[src/rtl/move_collector_pkg.sv]
// Shared chess move definitions and the square FIFO word layout.
//   move_t : one 19-bit move, [18:12] flags, [11:6] from, [5:0] to
//   word_t : 8 packed slots of one FIFO word, slot 7 highest
//   state_t: collector FSM states
package move_collector_pkg;

    localparam int NUM_SQ    = 64;
    localparam int SQ_W      = 6;
    localparam int NUM_SLOTS = 8;
    localparam int SLOT_W    = 19;
    localparam int IDX_W     = $clog2(NUM_SLOTS);
    localparam int WORD_W    = NUM_SLOTS * SLOT_W;   // 152 payload bits
    localparam int FIFO_W    = 160;                  // payload + 8 pad bits
    localparam int CNT_W     = 8;

    // Move field positions
    localparam int TO_LSB    = 0;
    localparam int FROM_LSB  = 6;
    localparam int FLAG_LSB  = 12;
    localparam int FLAG_W    = 7;

    // Flag bit positions inside a move
    localparam int FLG_CAPTURE = 12;
    localparam int FLG_CASTLE  = 13;
    localparam int FLG_EP      = 14;
    localparam int FLG_PAWN2   = 15;
    localparam int FLG_PAWN    = 16;
    localparam int FLG_PROMOTE = 17;
    localparam int FLG_INVALID = 18;

    typedef logic [SLOT_W-1:0] move_t;
    typedef logic [NUM_SLOTS-1:0][SLOT_W-1:0] word_t;

    typedef enum logic [3:0] {
        S_IDLE, S_WAIT, S_SETTLE, S_CHECK, S_READ,
        S_LATCH, S_EMIT, S_NEXT, S_FIN
    } state_t;

    // A slot is pending when its invalid flag is clear.
    function automatic logic [NUM_SLOTS-1:0] pending_mask(input word_t w);
        logic [NUM_SLOTS-1:0] m;
        for (int i = 0; i < NUM_SLOTS; i++) m[i] = ~w[i][FLG_INVALID];
        return m;
    endfunction

endpackage

[src/rtl/move_collector_if.sv]
// Bus between the move collector and its environment.
//   control : start, all_done in; busy, pass_done, move_count out
//   fifo    : sq_sel, rden out; fifo_q, fifo_empty in (external 64:1 mux)
//   moves   : mv_data, mv_valid out; mv_ready in
// master = collector side, slave = environment side.
interface move_collector_if;
    import move_collector_pkg::*;

    logic              start;
    logic              all_done;
    logic [SQ_W-1:0]   sq_sel;
    logic [FIFO_W-1:0] fifo_q;
    logic              fifo_empty;
    logic              rden;
    move_t             mv_data;
    logic              mv_valid;
    logic              mv_ready;
    logic [CNT_W-1:0]  move_count;
    logic              busy;
    logic              pass_done;

    modport master (
        input  start, all_done, fifo_q, fifo_empty, mv_ready,
        output sq_sel, rden, mv_data, mv_valid, move_count, busy, pass_done
    );

    modport slave (
        output start, all_done, fifo_q, fifo_empty, mv_ready,
        input  sq_sel, rden, mv_data, mv_valid, move_count, busy, pass_done
    );

endinterface

[src/rtl/move_slot_picker.sv]
// Combinational priority picker over the pending-slot mask.
//   mask : pending slots, bit i = slot i
//   idx  : index of the highest set bit (0 when mask is empty)
//   any  : mask is non-zero
module move_slot_picker
    import move_collector_pkg::*;
(
    input  logic [NUM_SLOTS-1:0] mask,
    output logic [IDX_W-1:0]     idx,
    output logic                 any
);

    // Ascending scan so the highest set bit is the last to win.
    always_comb begin
        idx = '0;
        for (int i = 0; i < NUM_SLOTS; i++)
            if (mask[i]) idx = IDX_W'(i);
    end

    assign any = |mask;

endmodule

[src/rtl/move_collector.sv]
// Drains the 64 square FIFOs in order after all square units finish,
// streaming every valid move slot out on a valid/ready channel.
//   clk, reset_n : clock, async active-low reset
//   bus          : move_collector_if.master (control, FIFO mux, move stream)
module move_collector
    import move_collector_pkg::*;
(
    input  logic           clk,
    input  logic           reset_n,
    move_collector_if.master bus
);

    state_t               state, state_nxt;
    word_t                word;
    logic [NUM_SLOTS-1:0] mask, mask_left;
    logic [IDX_W-1:0]     pick;
    logic                 any;
    logic [SQ_W-1:0]      sq_sel;
    logic [CNT_W-1:0]     move_count;
    word_t                fifo_word;
    logic                 xfer;
    logic                 pad_unused;

    move_slot_picker u_pick (.mask(mask), .idx(pick), .any(any));

    assign fifo_word  = word_t'(bus.fifo_q[WORD_W-1:0]);
    assign pad_unused = ^bus.fifo_q[FIFO_W-1:WORD_W];
    assign mask_left  = mask & ~(NUM_SLOTS'(1) << pick);
    assign xfer       = bus.mv_valid && bus.mv_ready;

    // Outputs decode from state, so async reset drives them to idle
    // values immediately.
    assign bus.rden       = (state == S_READ);
    assign bus.mv_valid   = (state == S_EMIT) && any;
    assign bus.mv_data    = bus.mv_valid ? word[pick] : '0;
    assign bus.busy       = (state != S_IDLE);
    assign bus.pass_done  = (state == S_FIN);
    assign bus.sq_sel     = sq_sel;
    assign bus.move_count = move_count;

    always_ff @(posedge clk or negedge reset_n) begin
        if (!reset_n) state <= S_IDLE;
        else          state <= state_nxt;
    end

    always_comb begin
        state_nxt = state;
        case (state)
            S_IDLE:   if (bus.start)    state_nxt = S_WAIT;
            S_WAIT:   if (bus.all_done) state_nxt = S_SETTLE;
            S_SETTLE: state_nxt = S_CHECK;
            S_CHECK:  state_nxt = bus.fifo_empty ? S_NEXT : S_READ;
            S_READ:   state_nxt = S_LATCH;
            // fifo_q is valid now, one cycle after rden.
            S_LATCH:  state_nxt = |pending_mask(fifo_word) ? S_EMIT : S_CHECK;
            S_EMIT: begin
                if (!any)                      state_nxt = S_CHECK;
                else if (xfer && mask_left == '0) state_nxt = S_CHECK;
            end
            S_NEXT:   state_nxt = (sq_sel == SQ_W'(NUM_SQ - 1)) ? S_FIN : S_SETTLE;
            S_FIN:    state_nxt = S_IDLE;
            default:  state_nxt = S_IDLE;
        endcase
    end

    always_ff @(posedge clk or negedge reset_n) begin
        if (!reset_n) begin
            sq_sel     <= '0;
            move_count <= '0;
            word       <= '0;
            mask       <= '0;
        end else begin
            case (state)
                S_IDLE: if (bus.start) begin
                    sq_sel     <= '0;
                    move_count <= '0;
                end
                S_LATCH: begin
                    word <= fifo_word;
                    mask <= pending_mask(fifo_word);
                end
                S_EMIT: if (xfer) begin
                    mask <= mask_left;
                    if (move_count != '1) move_count <= move_count + 1'b1;
                end
                S_NEXT: if (sq_sel != SQ_W'(NUM_SQ - 1)) sq_sel <= sq_sel + 1'b1;
                default: ;
            endcase
        end
    end

endmodule

[src/flat_wrapper.sv]
// flat-port wrapper written by rule: the top's interface ports become plain ports
module move_collector_flat import move_collector_pkg::*;
  (clk, reset_n, bus_start, bus_all_done, bus_fifo_q, bus_fifo_empty, bus_mv_ready, bus_sq_sel, bus_rden, bus_mv_data, bus_mv_valid, bus_move_count, bus_busy, bus_pass_done);
  move_collector_if bus_i ();
  input  logic clk;
  input  logic reset_n;
  input wire logic [$bits(bus_i.start)-1:0] bus_start;
  input wire logic [$bits(bus_i.all_done)-1:0] bus_all_done;
  input wire logic [$bits(bus_i.fifo_q)-1:0] bus_fifo_q;
  input wire logic [$bits(bus_i.fifo_empty)-1:0] bus_fifo_empty;
  input wire logic [$bits(bus_i.mv_ready)-1:0] bus_mv_ready;
  output wire logic [$bits(bus_i.sq_sel)-1:0] bus_sq_sel;
  output wire logic [$bits(bus_i.rden)-1:0] bus_rden;
  output wire logic [$bits(bus_i.mv_data)-1:0] bus_mv_data;
  output wire logic [$bits(bus_i.mv_valid)-1:0] bus_mv_valid;
  output wire logic [$bits(bus_i.move_count)-1:0] bus_move_count;
  output wire logic [$bits(bus_i.busy)-1:0] bus_busy;
  output wire logic [$bits(bus_i.pass_done)-1:0] bus_pass_done;
  assign bus_i.start = bus_start;
  assign bus_i.all_done = bus_all_done;
  assign bus_i.fifo_q = bus_fifo_q;
  assign bus_i.fifo_empty = bus_fifo_empty;
  assign bus_i.mv_ready = bus_mv_ready;
  assign bus_sq_sel = bus_i.sq_sel;
  assign bus_rden = bus_i.rden;
  assign bus_mv_data = bus_i.mv_data;
  assign bus_mv_valid = bus_i.mv_valid;
  assign bus_move_count = bus_i.move_count;
  assign bus_busy = bus_i.busy;
  assign bus_pass_done = bus_i.pass_done;
  move_collector u_core (.clk(clk), .reset_n(reset_n), .bus(bus_i));
endmodule
[config.mk]
export PLATFORM = sky130hd
export DESIGN_NAME = move_collector_flat
export DESIGN_NICKNAME = d
export VERILOG_FILES = /design/src/rtl/move_collector_pkg.sv /design/src/rtl/move_collector_if.sv /design/src/rtl/move_slot_picker.sv /design/src/rtl/move_collector.sv /design/src/flat_wrapper.sv
export SDC_FILE = /design/constraint.sdc
export NUM_CORES = 1
export LEC_CHECK = 0
export BUFFER_PORTS_ARGS = -buffer_cell sky130_fd_sc_hd__buf_4
export CORE_UTILIZATION = 58
export CTS_CLUSTER_DIAMETER = 100
export CTS_CLUSTER_SIZE = 40
export DETAILED_ROUTE_END_ITERATION = 6
export PLACE_DENSITY = 0.81
export SLEW_MARGIN = 20
export SYNTH_ARGS = -nofsm -noshare
export SYNTH_HDL_FRONTEND = slang
export SYNTH_HIERARCHICAL = 1
export SYNTH_SLANG_ARGS = --single-unit
[constraint.sdc]
create_clock -name clk -period 2.97 [get_ports clk]
set_input_delay 0.297 -clock clk [delete_from_list [all_inputs] [get_ports clk]]
set_output_delay 0.297 -clock clk [all_outputs]
set_load 0.02 [all_outputs]
==> results of run 1 <==
## registers in the layout, indices dropped and copies added, names as in the netlist
name,count
u_core/word,152
u_core/bus.move_count,8
u_core/mask,8
u_core/bus.sq_sel,6
u_core/state,4
## synth_stat cells (all sizes together)
cell type	count	area share [%]
o22ai	1	0.074
o2111ai	1	0.10
nand4	4	0.30
o211ai	1	0.15
nand2	516	23
mux2i	1	0.12
and3	1	0.074
nand3	16	1.0
o311a	1	0.12
and2b	1	0.089
a211oi	3	0.32
nor2b	3	0.22
a21oi	28	1.7
and4bb	1	0.15
or2	3	0.25
a31oi	4	0.30
nand3b	1	0.089
ha	2	0.30
mux4	38	10
nor2	20	0.89
dfrtp	178	53
nand2b	4	0.38
nor4	2	0.15
o31ai	3	0.32
inv	8	0.35
a21boi	1	0.089
o21ai	32	1.9
o32ai	1	0.10
a32o	1	0.12
o31a	1	0.10
mux2	3	0.40
nor3	5	0.30
or4	2	0.18
clkbuf	32	1.4
and2	2	0.15
a21o	3	0.27
buf	24	1.5
or3	1	0.13
o41ai	1	0.19
a41o	1	0.12
## power breakdown
group | switching [mW] | internal [mW]
registers | 0.760 | 3.58
logic | 2.93 | 2.43
clock network | 0.919 | 1.38
total | 4.61 | 7.39
## through the flow
stage	setup WS, ns	std cells	area (um2)	util, %
floorplan	0.7260	951	8468	-
global placement	0.5025	1282	10090	71.85
detailed placement	0.5070	1282	10090	71.85
CTS	0.03189	1315	10710	76.27
global route	0.003179	1315	10710	76.30
finish	0.1201	1315	10710	76.30
## critical path, delay by kind of cell (launching register included)
| family | cells | cell delay (ns) |
|---|---|---|
| buf+inv | 3 | 0.55 |
| mux | 1 | 0.56 |
| compound gates | 3 | 0.46 |
| simple gates | 1 | 0.13 |
| flops | 1 | 0.41 |
## final timing paths
path / slack, ns / end / depth (start not counted) / start
min reg2reg: 0.47 / u_core/word[57] / 2 / u_core/word[57]
min: 0.06 / u_core/word[104] / 3 / bus_fifo_q[104]
min in group asynchronous: 0.44 / u_core/word[110] / 2 / reset_n
max: 0.12 / bus_mv_data[16] / 8 / u_core/mask[2]
max in group asynchronous: 1.68 / u_core/word[79] / 3 / reset_n
max reg2reg: 0.64 / u_core/mask[6] / 6 / u_core/state[0]
## repair_timing
item	4_1_cts	5_1_grt
hold endpoints to repair	64	0
resized for setup	0	1
hold buffers	1	0
setup endpoints to repair	0	7
## cells by family after synthesis
kind of cell	count (synthesis)
buffers and inverters	64
flip-flops	178
AO/OA/AOI/OAI	83
AND/OR/NAND/NOR	582
adder cells (fa/ha/maj)	2
multiplexers	42
## per-layer routing
layer | vias up | share of wire [%] | track usage, %
met4 | 0 | 2.2 | 11.59
met1 | 3561 | 40 | 39.03
met3 | 41 | 7.0 | 7.203
met5 | - | 0 | 0
met2 | 273 | 51 | 50.53
li1 | 3440 | - | -
## final cells by class
| class | count | area [um2] | area share, % |
|---|---|---|---|
| timing repair buffer | 208 | 1622 | 15.13 |
| sequential | 178 | 4454 | 41.57 |
| inverter | 8 | 30.03 | 0.2803 |
| clock inverter | 7 | 95.09 | 0.8875 |
| tap | 180 | 225.2 | 2.102 |
| multi-input combinational | 709 | 3772 | 35.21 |
| clock buffer | 25 | 515.5 | 4.811 |
==> flow_summary.html, run 1 <==
<table>
<tr><th>Metric</th><th>Value</th></tr>
<tr><th colspan="2">Clock tree</th></tr>
<tr><td>Insertion delay to the later sink of the worst-skew pair</td><td>between 0.4 and 0.5 ns</td></tr>
<tr><td>Clock H-tree levels</td><td>4</td></tr>
<tr><td>Post-CTS clock slew at the launch and capture registers of the worst setup and hold paths</td><td>0.06 ns</td></tr>
<tr><td>Number of clock buffers inserted by TritonCTS</td><td>17</td></tr>
<tr><td>Clock tree root buffer cell</td><td>sky130_fd_sc_hd__clkbuf_16</td></tr>
<tr><td>CTS tree</td><td>yes</td></tr>
<tr><td>Setup Buffers After CTS</td><td>0</td></tr>
<tr><td># clock sinks</td><td>around 180</td></tr>
<tr><td>Maximum clock path buffer count</td><td>2</td></tr>
<tr><th colspan="2">GRT</th></tr>
<tr><td>Number of antenna violations at the first check in global routing</td><td>0</td></tr>
<tr><td>Vias in the first global route</td><td>roughly 7k</td></tr>
<tr><td>Maximum number of pins on one net before global-route repair</td><td>~160</td></tr>
<tr><td>Wire length of the first global-routing pass</td><td>between 30,000 and 40,000 um</td></tr>
<tr><td>Total grt overflow</td><td>0</td></tr>
<tr><td>Overall routing resource usage</td><td>30.50%</td></tr>
<tr><th colspan="2">Yosys</th></tr>
<tr><td>Sequential area share after synthesis</td><td>about 53%</td></tr>
<tr><td>Count of synthesis-stage warnings from yosys</td><td>6</td></tr>
<tr><td>Number of distinct library cells after synthesis</td><td>52</td></tr>
<tr><td>Netlist area before placement</td><td>between 0.008 and 0.009 mm2</td></tr>
<tr><td>Arithmetic-cell share of the synthesized area counting full adders, half adders and majority gates</td><td>less than 1%</td></tr>
<tr><td>Mux cell area share after synthesis</td><td>approximately a tenth</td></tr>
<tr><td>Synthesized-area fraction occupied by ao, oa, aoi and oai cells</td><td>5.969%</td></tr>
<tr><td>Parity-gate share of the synthesized area counting xor and xnor cells</td><td>0%</td></tr>
<tr><td>Synth Net Count</td><td>~1.1k</td></tr>
<tr><td>Flops &amp; latches, synth</td><td>about 180</td></tr>
<tr><td>Combinational family with the most area after synthesis</td><td>simple AND/OR/NAND/NOR gates</td></tr>
<tr><td>Cells after Synth</td><td>around 950</td></tr>
<tr><td>Syn_area_per_cell</td><td>8.904 um2</td></tr>
<tr><td>Basic-gate share of the synthesized area counting and, or, nand and nor cells</td><td>a little over a quarter</td></tr>
<tr><th colspan="2">Timing</th></tr>
<tr><td>F_max</td><td>between 300 and 400 MHz</td></tr>
<tr><td>Setup violation total in the final timing report</td><td>0</td></tr>
<tr><td>Final min period</td><td>around 2.8 ns</td></tr>
<tr><td>Count of pins over their slew limit</td><td>0</td></tr>
<tr><td>Layout Skew</td><td>just under 0.008 ns</td></tr>
<tr><td>Final hold slack</td><td>0.05622 ns</td></tr>
<tr><td>Total negative slack for setup checks</td><td>0 ns</td></tr>
<tr><td>RSZ-0062 raised after global routing</td><td>false</td></tr>
<tr><td>Worst Tran Pin Value</td><td>0.7690 ns</td></tr>
<tr><td>Hold Violations, Final</td><td>0</td></tr>
<tr><td>Final Cycle Share</td><td>95.96%</td></tr>
<tr><td>Headroom to the max-slew limit</td><td>48.73%</td></tr>
<tr><th colspan="2">Detailed routing</th></tr>
<tr><td>Routed length per instance</td><td>16.53 um</td></tr>
<tr><td>Routed vias</td><td>between 7k and 8k</td></tr>
<tr><td>DRC violation count after routing</td><td>0</td></tr>
<tr><td>Number of DRC markers after the initial detailed-route iteration</td><td>460</td></tr>
<tr><td>ANT nets after route</td><td>0</td></tr>
<tr><td>Final routed wirelength across all metal layers</td><td>between 20,000 and 25,000 um</td></tr>
<tr><td>Post-DR vias/cell</td><td>about 5.6</td></tr>
<tr><td>Number of iterations in the first detailed-routing pass</td><td>5</td></tr>
<tr><th colspan="2">Die</th></tr>
<tr><td>Number of standard-cell rows in the floorplan</td><td>43</td></tr>
<tr><td>Die Ht</td><td>122.8 um</td></tr>
<tr><td>Die width</td><td>122.8 um</td></tr>
<tr><td>Die Footprint</td><td>0.01509 mm2</td></tr>
<tr><td>Num ports</td><td>203</td></tr>
<tr><td>Effective utilization at floorplan</td><td>about three fifths</td></tr>
<tr><td>Core area</td><td>0.01404 mm2</td></tr>
<tr><th colspan="2">Power</th></tr>
<tr><td>Worst-case vdd ir drop</td><td>0.6761 mV</td></tr>
<tr><td>Pwr per Cell Area</td><td>around 1100 mW/mm2</td></tr>
<tr><td>Leakage dissipation</td><td>around 5.5 nW</td></tr>
<tr><td>Tot Pwr</td><td>about 12 mW</td></tr>
<tr><th colspan="2">Final layout</th></tr>
<tr><td>Final net count</td><td>between 1k and 1.5k</td></tr>
<tr><td>Commonest non-fill, non-tap cells in the layout</td><td>sky130_fd_sc_hd__nand2_1 (516), sky130_fd_sc_hd__buf_4 (201), sky130_fd_sc_hd__dfrtp_1 (178)</td></tr>
<tr><td>Most common cell after layout, fill and taps aside</td><td>sky130_fd_sc_hd__nand2_1</td></tr>
<tr><td>Share of post-route cells with drive strength above 1</td><td>25.73%</td></tr>
<tr><td>Count of inserted antenna diode cells</td><td>0</td></tr>
<tr><td>Area growth from synthesis to layout</td><td>26.52%</td></tr>
<tr><td>Filler cells</td><td>~1.1k</td></tr>
<tr><th colspan="2">Placement</th></tr>
<tr><td>DP Wirelength</td><td>14,300 um</td></tr>
<tr><td>Routability congestion estimate</td><td>between 0.8 and 0.9</td></tr>
<tr><td>Number of I/O port buffers</td><td>194</td></tr>
<tr><th colspan="2">Worst setup path</th></tr>
<tr><td>Library cell contributing the largest single delay on the critical path</td><td>sky130_fd_sc_hd__mux4_2</td></tr>
<tr><td>CP Max Fanout</td><td>20</td></tr>
<tr><td>Nature of the critical path endpoint</td><td>primary output</td></tr>
<tr><td>Worst setup SP type</td><td>flop</td></tr>
<tr><td>Cell seen most often among critical-path stages</td><td>sky130_fd_sc_hd__a21oi_1</td></tr>
<tr><td>Maximum cell stage delay along the critical path</td><td>roughly 0.56 ns</td></tr>
<tr><td>Required arrival time at the worst endpoint</td><td>between 2 and 3 ns</td></tr>
<tr><td>CP Class</td><td>reg -&gt; out</td></tr>
<tr><td>Arrival @ worst endpoint</td><td>2.55 ns</td></tr>
<tr><td>Ordered list of cells on the worst path</td><td>inv_1 &gt; a21oi_1 &gt; o31ai_4 &gt; buf_6 &gt; mux4_2 &gt; nand2_1 &gt; a21oi_1 &gt; buf_4</td></tr>
<tr><th colspan="2">Worst hold path</th></tr>
<tr><td>Tightest Hold Check Type</td><td>in -&gt; reg</td></tr>
<tr><th colspan="2">Status</th></tr>
<tr><td>Run status</td><td>completed</td></tr>
<tr><th colspan="2">Run</th></tr>
<tr><td>Count of max-cap constraint violations</td><td>0</td></tr>
</table>
(Power assumes the default switching activity.)
==> run 2: changes to the inputs <==
- clock period: 2.97 -> 3.55 ns (I/O delays scaled with it)
==> flow_summary.html, run 2 (synthesis gave the netlist of run 1 again) <==
<table>
<tr><th>Metric</th><th>Value</th></tr>
<tr><th colspan="2">Status</th></tr>
<tr><td>Run status</td><td>completed</td></tr>
<tr><th colspan="2">Timing</th></tr>
<tr><td>RSZ-0062 raised after global routing</td><td>false</td></tr>
<tr><td>Setup violation total in the final timing report</td><td>0 (unchanged)</td></tr>
<tr><td>Total negative slack for setup checks</td><td>0 ns (unchanged)</td></tr>
<tr><td>Headroom to the max-slew limit</td><td>49.99% (+1.3 points)</td></tr>
<tr><td>Layout Skew</td><td>0.008765 ns (+0.001053 ns)</td></tr>
<tr><td>F_max</td><td>~330 MHz</td></tr>
<tr><td>Count of pins over their slew limit</td><td>0 (unchanged)</td></tr>
<tr><td>Final Cycle Share</td><td>84.93%</td></tr>
<tr><td>Setup slack of the critical path after layout</td><td>0.5350 ns (+0.4149 ns)</td></tr>
<tr><td>Final min period</td><td>3.015 ns</td></tr>
<tr><td>Final hold slack</td><td>0.1199 ns (+0.06366 ns)</td></tr>
<tr><td>Hold Violations, Final</td><td>0 (unchanged)</td></tr>
<tr><td>Worst Tran Pin Value</td><td>0.7494 ns (-0.01965 ns)</td></tr>
<tr><th colspan="2">Die</th></tr>
<tr><td>Die Footprint</td><td>0.01509 mm2 (unchanged)</td></tr>
<tr><td>Die width</td><td>122.8 um (unchanged)</td></tr>
<tr><td>Core area</td><td>0.01404 mm2 (unchanged)</td></tr>
<tr><td>Die Ht</td><td>122.8 um (unchanged)</td></tr>
<tr><td>Effective utilization at floorplan</td><td>60.30% (unchanged)</td></tr>
<tr><td>Number of standard-cell rows in the floorplan</td><td>43 (unchanged)</td></tr>
<tr><td>Num ports</td><td>203 (unchanged)</td></tr>
<tr><th colspan="2">Worst setup path</th></tr>
<tr><td>Worst setup SP type</td><td>flop</td></tr>
<tr><td>Nature of the critical path endpoint</td><td>primary output</td></tr>
<tr><td>Critical register-to-register path startpoint</td><td>u_core/state[3]</td></tr>
<tr><td>Setup slack of the worst register-to-register path</td><td>1.26 ns (+0.62 ns)</td></tr>
<tr><td>CP Max Fanout</td><td>26 (+30%)</td></tr>
<tr><td>Worst reg2reg endpoint</td><td>u_core/word[9]</td></tr>
<tr><td>Arrival @ worst endpoint</td><td>2.66 ns (+0.11 ns)</td></tr>
<tr><td>CP Class</td><td>reg -&gt; out</td></tr>
<tr><td>R2R cell count</td><td>5 (-1)</td></tr>
<tr><td>Required arrival time at the worst endpoint</td><td>3.19 ns (+0.52 ns)</td></tr>
<tr><th colspan="2">Clock tree</th></tr>
<tr><td>Clock H-tree levels</td><td>4 (unchanged)</td></tr>
<tr><td># clock sinks</td><td>178 (unchanged)</td></tr>
<tr><td>CTS tree</td><td>yes</td></tr>
<tr><td>Number of clock buffers inserted by TritonCTS</td><td>17 (unchanged)</td></tr>
<tr><td>Post-CTS clock slew at the launch and capture registers of the worst setup and hold paths</td><td>0.07 ns (about the same)</td></tr>
<tr><td>Insertion delay to the later sink of the worst-skew pair</td><td>0.42 ns (about the same)</td></tr>
<tr><td>Number of resized instances in the post-cts repair step</td><td>0 (unchanged)</td></tr>
<tr><td>Setup Buffers After CTS</td><td>0 (unchanged)</td></tr>
<tr><td>Clock tree root buffer cell</td><td>sky130_fd_sc_hd__clkbuf_16</td></tr>
<tr><td>Maximum clock path buffer count</td><td>2 (unchanged)</td></tr>
<tr><th colspan="2">Final layout</th></tr>
<tr><td>Share of post-route cells with drive strength above 1</td><td>25.84% (+0.11 points)</td></tr>
<tr><td>Registers with the most flip-flops</td><td>u_core/word (152), u_core/bus.move_count (8), u_core/mask (8)</td></tr>
<tr><td>Non-Filler Instances</td><td>1,315 (unchanged)</td></tr>
<tr><td>Final net count</td><td>1,289 (-0.078%)</td></tr>
<tr><td>Max FFs per register</td><td>152 (unchanged)</td></tr>
<tr><td>Layout Utilization</td><td>76.16% (-0.14 points)</td></tr>
<tr><td>Most common cell after layout, fill and taps aside</td><td>sky130_fd_sc_hd__nand2_1</td></tr>
<tr><td>Filler cells</td><td>1,025 (-2.7%)</td></tr>
<tr><td>Largest register by flop count</td><td>u_core/word</td></tr>
<tr><td>Finished layout cell area</td><td>0.01069 mm2 (-0.19%)</td></tr>
<tr><td>Commonest non-fill, non-tap cells in the layout</td><td>sky130_fd_sc_hd__nand2_1 (516), sky130_fd_sc_hd__buf_4 (203), sky130_fd_sc_hd__dfrtp_1 (178)</td></tr>
<tr><td>Area growth from synthesis to layout</td><td>26.29%</td></tr>
<tr><th colspan="2">Placement</th></tr>
<tr><td># placed instances</td><td>1,281 (-0.078%)</td></tr>
<tr><td>DP Wirelength</td><td>14,550 um (+1.7%)</td></tr>
<tr><td>Number of I/O port buffers</td><td>194 (unchanged)</td></tr>
<tr><td>Dpl ws</td><td>0.9513 ns (+0.4443 ns)</td></tr>
<tr><td>Post-Place Cell Area</td><td>0.01006 mm2 (-0.32%)</td></tr>
<tr><td>Routability congestion estimate</td><td>0.8289 (-1.1%)</td></tr>
<tr><th colspan="2">Detailed routing</th></tr>
<tr><td>Number of iterations in the first detailed-routing pass</td><td>5 (unchanged)</td></tr>
<tr><td>Routed vias</td><td>7,297 (-0.25%)</td></tr>
<tr><td>Post-DR vias/cell</td><td>5.549 (-0.25%)</td></tr>
<tr><td>Final routed wirelength across all metal layers</td><td>21,720 um (about the same)</td></tr>
<tr><td>ANT nets after route</td><td>0 (unchanged)</td></tr>
<tr><td>DRC violation count after routing</td><td>0 (unchanged)</td></tr>
<tr><td>Routed length per instance</td><td>16.52 um (about the same)</td></tr>
<tr><td>Number of DRC markers after the initial detailed-route iteration</td><td>557 (+21%)</td></tr>
<tr><th colspan="2">Worst hold path</th></tr>
<tr><td>Tightest Hold Check Type</td><td>in -&gt; reg</td></tr>
<tr><td>Hold Crit Endpoint</td><td>u_core/word[85]</td></tr>
<tr><td>Min-delay src</td><td>bus_fifo_q[85]</td></tr>
<tr><td>Number of cells traversed by the worst hold path</td><td>3 (unchanged)</td></tr>
<tr><th colspan="2">GRT</th></tr>
<tr><td>Number of antenna violations at the first check in global routing</td><td>1 (+1)</td></tr>
<tr><td>Vias in the first global route</td><td>7,168 (+2.1%)</td></tr>
<tr><td>Wire length of the first global-routing pass</td><td>34,790 um (+0.90%)</td></tr>
<tr><td>Maximum number of pins on one net before global-route repair</td><td>105 (-35%)</td></tr>
<tr><td>Total grt overflow</td><td>0 (unchanged)</td></tr>
<tr><td>Overall routing resource usage</td><td>30.73% (+0.23 points)</td></tr>
<tr><th colspan="2">Power</th></tr>
<tr><td>Leakage dissipation</td><td>5.489 nW (about the same)</td></tr>
<tr><td>Tot Pwr</td><td>10.03 mW (-16%)</td></tr>
<tr><td>Pwr per Cell Area</td><td>937.6 mW/mm2 (-16%)</td></tr>
<tr><td>Worst-case vdd ir drop</td><td>0.6765 mV (about the same)</td></tr>
<tr><th colspan="2">Run</th></tr>
<tr><td>Count of max-cap constraint violations</td><td>0 (unchanged)</td></tr>
</table>
==> run 2: cell count changes in the layout (fill, tap and decap cells not counted), moves of 2 or more <==
cell	change
sky130_fd_sc_hd__buf_4	+2
sky130_fd_sc_hd__bufinv_16	+2
sky130_fd_sc_hd__clkbuf_8	-5
sky130_fd_sc_hd__buf_12	-2
sky130_fd_sc_hd__clkbuf_1	-2
sky130_fd_sc_hd__clkinv_2	+4
==> run 2: power breakdown <==
group / switching [mW] / total [mW] / internal [mW] / leakage (nW)
Sequential: 0.639 / 3.64 / 3.00 / 2.19
Clock: 0.783 / 1.98 / 1.20 / 0.314
Combinational: 2.43 / 4.41 / 1.98 / 2.98
==> run 2: how the worst max path moves through the flow <==
| stage | startpoint | end | slack, ns |
|---|---|---|---|
| after floorplan | u_core/mask[4] | bus_mv_data[1] | 1.25 |
| after global placement | u_core/mask[2] | bus_mv_data[1] | 0.96 |
| after detailed placement | u_core/mask[2] | bus_mv_data[1] | 0.95 |
| after CTS | u_core/mask[2] | bus_mv_data[1] | 0.49 |
| after global routing | u_core/mask[2] | bus_mv_data[1] | 0.35 |
| final | u_core/mask[2] | bus_mv_data[1] | 0.53 |
==> run 2: layout make-up <==
type / instances / area (um2) / share of cell area [%]
antenna: 1 / 2.502 / 0.02340
multi-input combinational: 709 / 3772 / 35.28
clock buffer: 18 / 439.2 / 4.107
sequential: 178 / 4454 / 41.65
inverter: 8 / 30.03 / 0.2808
timing repair buffer: 207 / 1585 / 14.82
tap: 180 / 225.2 / 2.106
clock inverter: 14 / 185.2 / 1.732
==> run 2: layer usage <==
layer	track usage, %	up-vias	wire (um)
met1	38.29	3574	8763
met2	52.07	253	11010
met5	0	-	0
li1	-	3444	-
met3	8.178	26	1524
met4	10.14	0	424
==> run 2: timing repair <==
action | in CTS | in global routing
hold buffers | 1 | 0
endpoints found under the setup margin | 0 | 0
hold endpoints to repair | 61 | 0
==> run 2: critical path, cell delays in order, from the launching register on <==
cell and delay (ns):
sky130_fd_sc_hd__dfrtp_1 0.42, sky130_fd_sc_hd__inv_1 0.07, sky130_fd_sc_hd__a21oi_1 0.10, sky130_fd_sc_hd__o31ai_4 0.19, sky130_fd_sc_hd__buf_4 0.48, sky130_fd_sc_hd__mux4_2 0.57
sky130_fd_sc_hd__nand2_1 0.14, sky130_fd_sc_hd__a21oi_1 0.09, sky130_fd_sc_hd__buf_4 0.17
